## src/rtl/ext_flicker_endpoint.sv

```systemverilog
// ---------------------------------------------------------------------------
// ext_flicker_endpoint
//
// External-side peer of the PULPino toggle ("flicker") byte channel. Each
// direction uses a data byte plus a write flicker (toggled by the sender to
// announce a byte) and a read flicker (toggled by the receiver to ack it).
//
//  RX path : bytes announced by PULPino are captured into a small FIFO and
//            acked by toggling ep_read_flicker_o. When the FIFO is full the
//            ack is withheld, so PULPino simply holds its byte.
//  TX path : a three-state FSM (SYNC -> IDLE -> WAIT -> IDLE) drives
//            ep_data_o, toggles ep_write_flicker_o and waits for PULPino's
//            read flicker, with an optional ack timeout.
//
// Ports
//  clk, rst_n            : clock (pulpino_clk) and synchronous active-low reset
//  peer_data_i           : byte from PULPino
//  peer_write_flicker_i  : PULPino announces peer_data_i
//  peer_read_flicker_i   : PULPino acks ep_data_o
//  ep_data_o             : byte to PULPino
//  ep_write_flicker_o    : announces ep_data_o
//  ep_read_flicker_o     : acks a captured peer byte
//  rx_data_o/rx_valid_o  : FIFO head and not-empty flag (registered)
//  rx_ready_i            : pops the head when rx_valid_o is high
//  rx_count_o            : FIFO occupancy 0..pFIFO_DEPTH (registered)
//  tx_data_i/tx_valid_i  : byte to send and send request
//  tx_ready_o            : TX FSM idle, a request is accepted
//  tx_timeout_o          : sticky flag, a TX ack timed out
//  clear_timeout_i       : clears tx_timeout_o
// ---------------------------------------------------------------------------
module ext_flicker_endpoint #(
   parameter int pFIFO_DEPTH = 4,
   parameter int pCNT_WIDTH  = 3,
   parameter int pTIMEOUT    = 1024
) (
   input  logic                  clk,
   input  logic                  rst_n,
   input  logic [7:0]            peer_data_i,
   input  logic                  peer_write_flicker_i,
   input  logic                  peer_read_flicker_i,
   output logic [7:0]            ep_data_o,
   output logic                  ep_write_flicker_o,
   output logic                  ep_read_flicker_o,
   output logic [7:0]            rx_data_o,
   output logic                  rx_valid_o,
   input  logic                  rx_ready_i,
   output logic [pCNT_WIDTH-1:0] rx_count_o,
   input  logic [7:0]            tx_data_i,
   input  logic                  tx_valid_i,
   output logic                  tx_ready_o,
   output logic                  tx_timeout_o,
   input  logic                  clear_timeout_i
);

   localparam int pPTR_W = (pFIFO_DEPTH > 1) ? $clog2(pFIFO_DEPTH) : 1;
   localparam int pTMR_W = (pTIMEOUT > 1) ? $clog2(pTIMEOUT) : 1;

   localparam logic [pCNT_WIDTH-1:0] cFIFO_FULL = pCNT_WIDTH'(pFIFO_DEPTH);
   localparam logic [pTMR_W-1:0]     cTMR_LAST  = pTMR_W'(pTIMEOUT - 1);
   localparam logic [pTMR_W-1:0]     cTMR_MAX   = '1;

   typedef enum logic [1:0] {
      TX_SYNC,
      TX_IDLE,
      TX_WAIT
   } tx_state_t;

   tx_state_t state_q;
   tx_state_t state_d;

   // Last flicker levels already consumed; a difference means a new event
   logic wr_seen;
   logic rd_seen;

   logic [7:0]        fifo_mem [pFIFO_DEPTH];
   logic [pPTR_W-1:0] wr_ptr;
   logic [pPTR_W-1:0] rd_ptr;
   logic [pPTR_W-1:0] rd_ptr_next;
   logic [pCNT_WIDTH-1:0] count_next;
   logic [7:0]        head_next;

   logic [pTMR_W-1:0] timer;

   logic in_sync;
   logic rx_pop;
   logic rx_full;
   logic rx_push;
   logic rd_event;
   logic tx_accept;
   logic tx_ack;
   logic tx_expire;

   // Event decoding for both paths. In SYNC the flicker levels are only
   // being learned, so nothing counts as an event yet.
   always_comb begin
      in_sync   = (state_q == TX_SYNC);
      rx_pop    = rx_valid_o && rx_ready_i;
      rx_full   = (rx_count_o == cFIFO_FULL);
      rx_push   = !in_sync && (peer_write_flicker_i != wr_seen) && (!rx_full || rx_pop);
      rd_event  = (peer_read_flicker_i != rd_seen);
      tx_accept = (state_q == TX_IDLE) && tx_valid_i;
      tx_ack    = (state_q == TX_WAIT) && rd_event;
      tx_expire = (state_q == TX_WAIT) && !rd_event && (pTIMEOUT != 0) && (timer == cTMR_LAST);
   end

   // Next FIFO state. The head register must show the incoming byte when it
   // lands directly at the head slot (empty FIFO, or the last entry popped
   // in the same cycle), because the memory write is not visible yet.
   always_comb begin
      rd_ptr_next = rx_pop ? rd_ptr + 1'b1 : rd_ptr;
      count_next  = rx_count_o;
      case ({rx_push, rx_pop})
         2'b10:   count_next = rx_count_o + 1'b1;
         2'b01:   count_next = rx_count_o - 1'b1;
         default: count_next = rx_count_o;
      endcase
      if (rx_push && (rd_ptr_next == wr_ptr)) begin
         head_next = peer_data_i;
      end else begin
         head_next = fifo_mem[rd_ptr_next];
      end
   end

   // FIFO storage needs no reset; the pointers define what is valid
   always_ff @(posedge clk) begin
      if (rx_push) begin
         fifo_mem[wr_ptr] <= peer_data_i;
      end
   end

   // FIFO pointers, registered RX outputs and the RX ack flicker
   always_ff @(posedge clk) begin
      if (!rst_n) begin
         wr_ptr            <= '0;
         rd_ptr            <= '0;
         rx_count_o        <= '0;
         rx_valid_o        <= 1'b0;
         rx_data_o         <= 8'h00;
         ep_read_flicker_o <= 1'b0;
      end else begin
         if (rx_push) begin
            wr_ptr            <= wr_ptr + 1'b1;
            ep_read_flicker_o <= !ep_read_flicker_o;
         end
         rd_ptr     <= rd_ptr_next;
         rx_count_o <= count_next;
         rx_valid_o <= (count_next != '0);
         rx_data_o  <= head_next;
      end
   end

   // Seen-levels of the peer flickers. While IDLE the read flicker is
   // tracked every cycle so late or stray acks never complete a new send.
   always_ff @(posedge clk) begin
      if (!rst_n) begin
         wr_seen <= 1'b0;
         rd_seen <= 1'b0;
      end else if (in_sync) begin
         wr_seen <= peer_write_flicker_i;
         rd_seen <= peer_read_flicker_i;
      end else begin
         if (rx_push) begin
            wr_seen <= peer_write_flicker_i;
         end
         if ((state_q == TX_IDLE) || tx_ack) begin
            rd_seen <= peer_read_flicker_i;
         end
      end
   end

   // TX FSM state register
   always_ff @(posedge clk) begin
      if (!rst_n) begin
         state_q <= TX_SYNC;
      end else begin
         state_q <= state_d;
      end
   end

   // TX FSM next state; an ack beats a timeout in the same cycle
   always_comb begin
      state_d = state_q;
      case (state_q)
         TX_SYNC: state_d = TX_IDLE;
         TX_IDLE: if (tx_valid_i) state_d = TX_WAIT;
         TX_WAIT: if (tx_ack || tx_expire) state_d = TX_IDLE;
         default: state_d = TX_SYNC;
      endcase
   end

   // TX FSM outputs
   always_comb begin
      tx_ready_o = (state_q == TX_IDLE);
   end

   // TX datapath: data/flicker on accept, saturating ack timer, sticky
   // timeout flag where a new timeout beats a simultaneous clear
   always_ff @(posedge clk) begin
      if (!rst_n) begin
         ep_data_o          <= 8'h00;
         ep_write_flicker_o <= 1'b0;
         timer              <= '0;
         tx_timeout_o       <= 1'b0;
      end else begin
         if (tx_accept) begin
            ep_data_o          <= tx_data_i;
            ep_write_flicker_o <= !ep_write_flicker_o;
            timer              <= '0;
         end else if ((state_q == TX_WAIT) && !rd_event && !tx_expire && (timer != cTMR_MAX)) begin
            timer <= timer + 1'b1;
         end
         if (tx_expire) begin
            tx_timeout_o <= 1'b1;
         end else if (clear_timeout_i) begin
            tx_timeout_o <= 1'b0;
         end
      end
   end

endmodule

```

## config.mk

```make
export PLATFORM = sky130hd
export DESIGN_NAME = ext_flicker_endpoint
export DESIGN_NICKNAME = d
export VERILOG_FILES = /design/src/rtl/ext_flicker_endpoint.sv
export SDC_FILE = /design/constraint.sdc
export NUM_CORES = 1
export LEC_CHECK = 0
export CELL_PAD_IN_SITES_DETAIL_PLACEMENT = 0
export CELL_PAD_IN_SITES_GLOBAL_PLACEMENT = 2
export CORE_ASPECT_RATIO = 1.1
export CORE_MARGIN = 2
export CORE_UTILIZATION = 38
export CTS_CLUSTER_SIZE = 30
export DETAILED_ROUTE_END_ITERATION = 7
export PLACE_DENSITY_LB_ADDON = 0.2
export SLEW_MARGIN = 0
export SYNTH_ARGS = -nofsm -noshare
export SYNTH_HDL_FRONTEND = slang
export SYNTH_SLANG_ARGS = --single-unit
```

## constraint.sdc

```tcl
create_clock -name clk -period 4.1 [get_ports clk]
set_input_delay 0.82 -clock clk [delete_from_list [all_inputs] [get_ports clk]]
set_output_delay 0.82 -clock clk [all_outputs]
set_load 0.01 [all_outputs]
```

Yosys cells after proc, flatten, opt, wreduce, memory -nomap -nowiden --
Memory sizes are Yosys's and may differ from the RTL's. A register that Yosys moved wholly into a read port is not among the register bits. Index checks and enable logic that the tools add are counted.
Storage, ports and cells: memories 1, bits in writable memories 32, flip-flop bits (word level) 33, logic and storage cells 69
Memory list:
- fifo_mem | words 4, bits a word 8, rd ports 1, clocked after Yosys merged registers in 1, wr ports 1, line 75 | logic [7:0] fifo_mem [pFIFO_DEPTH];
Cells by class: reductions and logical operators 26, multiplexer cells 13, $add $sub $neg 5, bitwise gates (word level) 1, eq/ne operators 11
Operator list (number):
- $add A10 B1 Y10 const B | 1
- $eq A10 B10 Y1 const B | 1
- $ne A10 B10 Y1 const B | 1
- $logic_and A1 B1 Y1 | 9
- $mux W1 | 8
- $logic_not A1 Y1 | 7
- $mux W2 | 3
- $pmux W2 S3 | 1
- $pmux W3 S2 | 1
- $reduce_bool A2 Y1 | 3
- $add A2 B1 Y2 const B | 2
- $eq A2 B1 Y1 const B | 2
- $eq A2 B2 Y1 const B | 2
- $add A3 B1 Y3 const B | 1
- $eq A3 B3 Y1 const B | 1
- $logic_or A1 B1 Y1 | 3
- $reduce_bool A3 Y1 | 1
- $sub A3 B1 Y3 const B | 1
- $logic_not A2 Y1 | 1
- $ne A1 B1 Y1 | 2
- $ne A2 B1 Y1 const B | 1
- $ne A2 B2 Y1 const B | 1
- $reduce_and A2 Y1 | 1
- $reduce_or A2 Y1 | 1
- $not A1 Y1 | 1

Depth between registers and ports, before layout --
depth in word-level cells 7, gate-level depth with buffers 8, mapped depth without buffers 8

Least setup slack after synthesis --
Ideal clock, no wire load.
kind input port to flip-flop, from input port peer_write_flicker_i, to register rx_valid_o, stages on the path 8, buffers on the path 0, data arrival time 2.158 ns, path slack 1.825 ns, cells stage by stage xor2_1 > a21oi_1 > inv_1 > fa_1 > nor2_1 > a22oi_1 > xnor2_1 > a22o_1
Between the ends: word-level cells in the longest chain between the ends 6, elaborated cells between the ends (all ways) 7, classes of those cells eq/ne (3); mux (1); reduce/logical (3)
Ends and longest elaborated chain:
- start: declaration | line 39 | input logic peer_write_flicker_i,
- $ne A1 B1 Y1 * | line 99 | rx_push = !in_sync && (peer_write_flicker_i != wr_seen) && (!rx_full || rx_pop);
- $logic_and A1 B1 Y1 * (2 in series) | line 99
- $eq A2 B1 Y1 or $eq A2 B2 Y1 (tied branches) | line 112 | case ({rx_push, rx_pop})
- $pmux W3 S2 * | line 112
- $reduce_bool A3 Y1 * | line 147 | rx_valid_o <= (count_next != '0);
- end signal: assignment | line 147
- end: declaration | line 45 | output logic rx_valid_o,
Mark *: on every way between the ends. The rest lies on a longest branch, timed or not. A chain may end at the register's enable or synchronous reset.

Worst setup path after layout --
from input port rx_ready_i, to memory fifo_mem[1][6], enable pin
Between the ends: word-level cells in the longest chain between the ends 5
Ends and longest elaborated chain:
- start: declaration | line 46 | input logic rx_ready_i,
- $logic_and A1 B1 Y1 | line 97 | rx_pop = rx_valid_o && rx_ready_i;
- $logic_or A1 B1 Y1 | line 99
- $logic_and A1 B1 Y1 | line 99
- $mux W1 | line 126 | if (rx_push) begin
- $mux W1 (not written as such) | line 127 | fifo_mem[wr_ptr] <= peer_data_i;
- end: declaration | line 75
Every way passes these cells.

==> flow_summary.json <==
{
  "status": "complete, no violations",
  "diodes": 0,
  "postRouteAntennaNets": 0,
  "routedWlPerCell_um": 13.9,
  "hold_viol": 0,
  "place_hpwl_um": 3860,
  "crit_end": "fifo_mem[1][6]",
  "fin_nets": 326,
  "core_mm2": 0.00783,
  "die_y_um": 97.9,
  "p_leak_nw": 1.41,
  "drcViolationCount": 0,
  "initial_utilization": 0.389,
  "synth_top_area_cell": "edfxtp_1",
  "syn_nets": 274,
  "die-area_mm2": 0.00875,
  "total_power_w": 0.00197,
  "clkSlewWorstSetupHoldPaths_ps": 80,
  "grt_pass1_vias": 1952,
  "vdd_ir_drop_max_uv": 241,
  "maxSlewViolCount": 0,
  "clock_latency_ps": 350,
  "synth_top_area_share": 0.316,
  "critical_path_required_ps": 4090,
  "arrival_ps": 2670,
  "syn_inst": 245,
  "drt_iter0_drc": 73,
  "seq_area_frac_synth": 0.585,
  "rsz0062_at_grt": "false",
  "synth_edf_count": 32,
  "fin_crit_sh": 0.654,
  "powerDensity_mw_per_mm2": 511,
  "worst_setup_path_start_kind": "input port",
  "path_max_fanout": 8,
  "grt_max_degree": 29,
  "clock_skew_ps": 11.2,
  "gr-total-overflow": 0,
  "cap_viol_max_count": 0,
  "synth.avg_cell_area_um2": 12.4,
  "hold_path_class": "reg2reg",
  "clockBufferDepth": 2,
  "post_cts_buffers": 0,
  "slew_headroom": 0.634,
  "synth.cell_area_mm2": 0.00305,
  "startpoint": "rx_ready_i",
  "synth.most_common_cell": "dfxtp_1",
  "grt_usage": 0.145,
  "via_per_inst": 4.73,
  "ys_types": 40,
  "fmax_ghz": 0.373,
  "yosys-top-cells-count": "dfxtp_1, edfxtp_1, nor2_1, nand2_1, a21oi_1",
  "rr_endpoint": "rx_valid_o",
  "htree_levels": 3,
  "cts_tree": "yes",
  "crit_type": "in2reg",
  "post-route-util": 0.492,
  "gp_congestion": 0.710,
  "synth_top_flop_cell": "dfxtp_1",
  "synthTopCellsByArea": "edfxtp_1, dfxtp_1, mux4_2",
  "setup_ws_ps": 1420,
  "ys_ff_latch": 73,
  "clockRootBuffer": "clkbuf_8",
  "num_vias": 1938,
  "setup-violations-final": 0,
  "die_w_um": 89.4,
  "numCtsBuffers": 9,
  "ys_async_sr_fraction": 0,
  "ctsResizeCount": 0,
  "dp_slack_ps": 1030,
  "areaGrowthSynthToFinish_pct": 26.5,
  "first_pass_iters": 4,
  "drive_gt1_frac": 0.123,
  "ioPinCount": 47,
  "antenna_found_initial": 0,
  "r2r_setup_slack_ps": 1950,
  "tns_ps": 0,
  "holdBufCountCts": 0,
  "port_buffers": 46,
  "r2r-start": "state_q[0]",
  "worstMarginPinSlew_ps": 546,
  "end_kind": "flip-flop",
  "post-route-min-period_ps": 2680,
  "routed_wl_um": 5700,
  "fp-row-count": 34,
  "worstRegToRegCells": 8,
  "grt_pass1_wl_um": 9520,
  "synth-warning-count": 0,
  "cts_sinks": 73
}
## cells by family (layout without fill, tap and decap cells)
| logic type | after synthesis | in the layout | synth area share |
|---|---|---|---|
| and+or+nand+nor | 92 | 92 | 0.159 |
| DFF | 73 | 73 | 0.585 |
| AOI/OAI and AO/OA | 23 | 23 | 0.0440 |
| muxes | 20 | 20 | 0.0986 |
| xor gates and xnor gates | 18 | 18 | 0.0686 |
| buffers and inverters | 13 | 70 | 0.0181 |
| adders and majority gates | 6 | 6 | 0.0271 |
## cells in the final DEF (no fill, tap or decap), types with 2 or more instances in the layout
cell             instances
a21oi_1                 16
xnor2_1                  9
mux4_2                   8
xnor2_4                  2
nor2b_1                  5
xor2_1                   6
nand4_1                  5
and3_2                   2
and2_1                   8
nand2_1                 17
and3_1                   2
a211oi_1                 2
mux2i_1                 12
nor2_1                  27
inv_1                    5
ha_1                     5
bufinv_16                2
clkbuf_8                10
clkdlybuf4s50_1         46
buf_4                    2
nand3_1                 15
edfxtp_1                32
dfxtp_1                 41
nand2b_1                 3
## report_power, final
group | total (W) | switching [W] | internal (W)
clock | 0.000635 | 0.000273 | 0.000361
sequential | 0.000867 | 0.0000404 | 0.000827
combinational | 0.000465 | 0.000208 | 0.000256
total | 0.00197 | 0.000522 | 0.00144
## registers in the layout, indices dropped and copies added, names as in the netlist, 2 cells and up
register / flops
ep_data_o: 8
timer: 10
rd_ptr: 2
rx_data_o: 8
wr_ptr: 2
fifo_mem: 32
rx_count_o: 3
state_q: 2
## stage by stage
stage,area [um^2],cells,hold WS [ps]
after floorplan,3050,245,448
after global placement,3620,394,443
after global routing,3850,410,477
after detailed placement,3620,394,450
after CTS,3850,410,462
final,3850,410,459
## worst min path at each step
stage / startpoint / end / slack (ps) / depth (start not counted)
after detailed placement: ep_data_o[6] / ep_data_o[6] / 450 / 2
after global placement: ep_data_o[2] / ep_data_o[2] / 440 / 2
after CTS: ep_data_o[6] / ep_data_o[6] / 460 / 2
final: ep_data_o[2] / ep_data_o[2] / 460 / 2
after floorplan: timer[1] / timer[1] / 450 / 2
after global routing: ep_data_o[6] / ep_data_o[6] / 480 / 2
## per-layer routing
metal,wire [um],track usage,vias to the layer above
met5,0,0,-
met4,117,0.0654,0
met3,202,0.0363,9
met2,2750,0.227,33
met1,2640,0.187,918
li1,-,-,978
## critical path, cell delays in order
cell and delay, ps:
clkdlybuf4s50_1 490, nand2_1 130, a311oi_1 550, buf_4 260
and2_1 420
## layout make-up
type,count,area [um^2]
Inverter,6,22.5
Multi-Input combinational cell,159,1210
Clock buffer,10,138
Sequential cell,73,1780
Fill cell,741,3980
Clock inverter,6,90.1
Tap cell,108,135
Timing Repair Buffer,48,475
No activity file was read; power rests on OpenSTA's default activity.
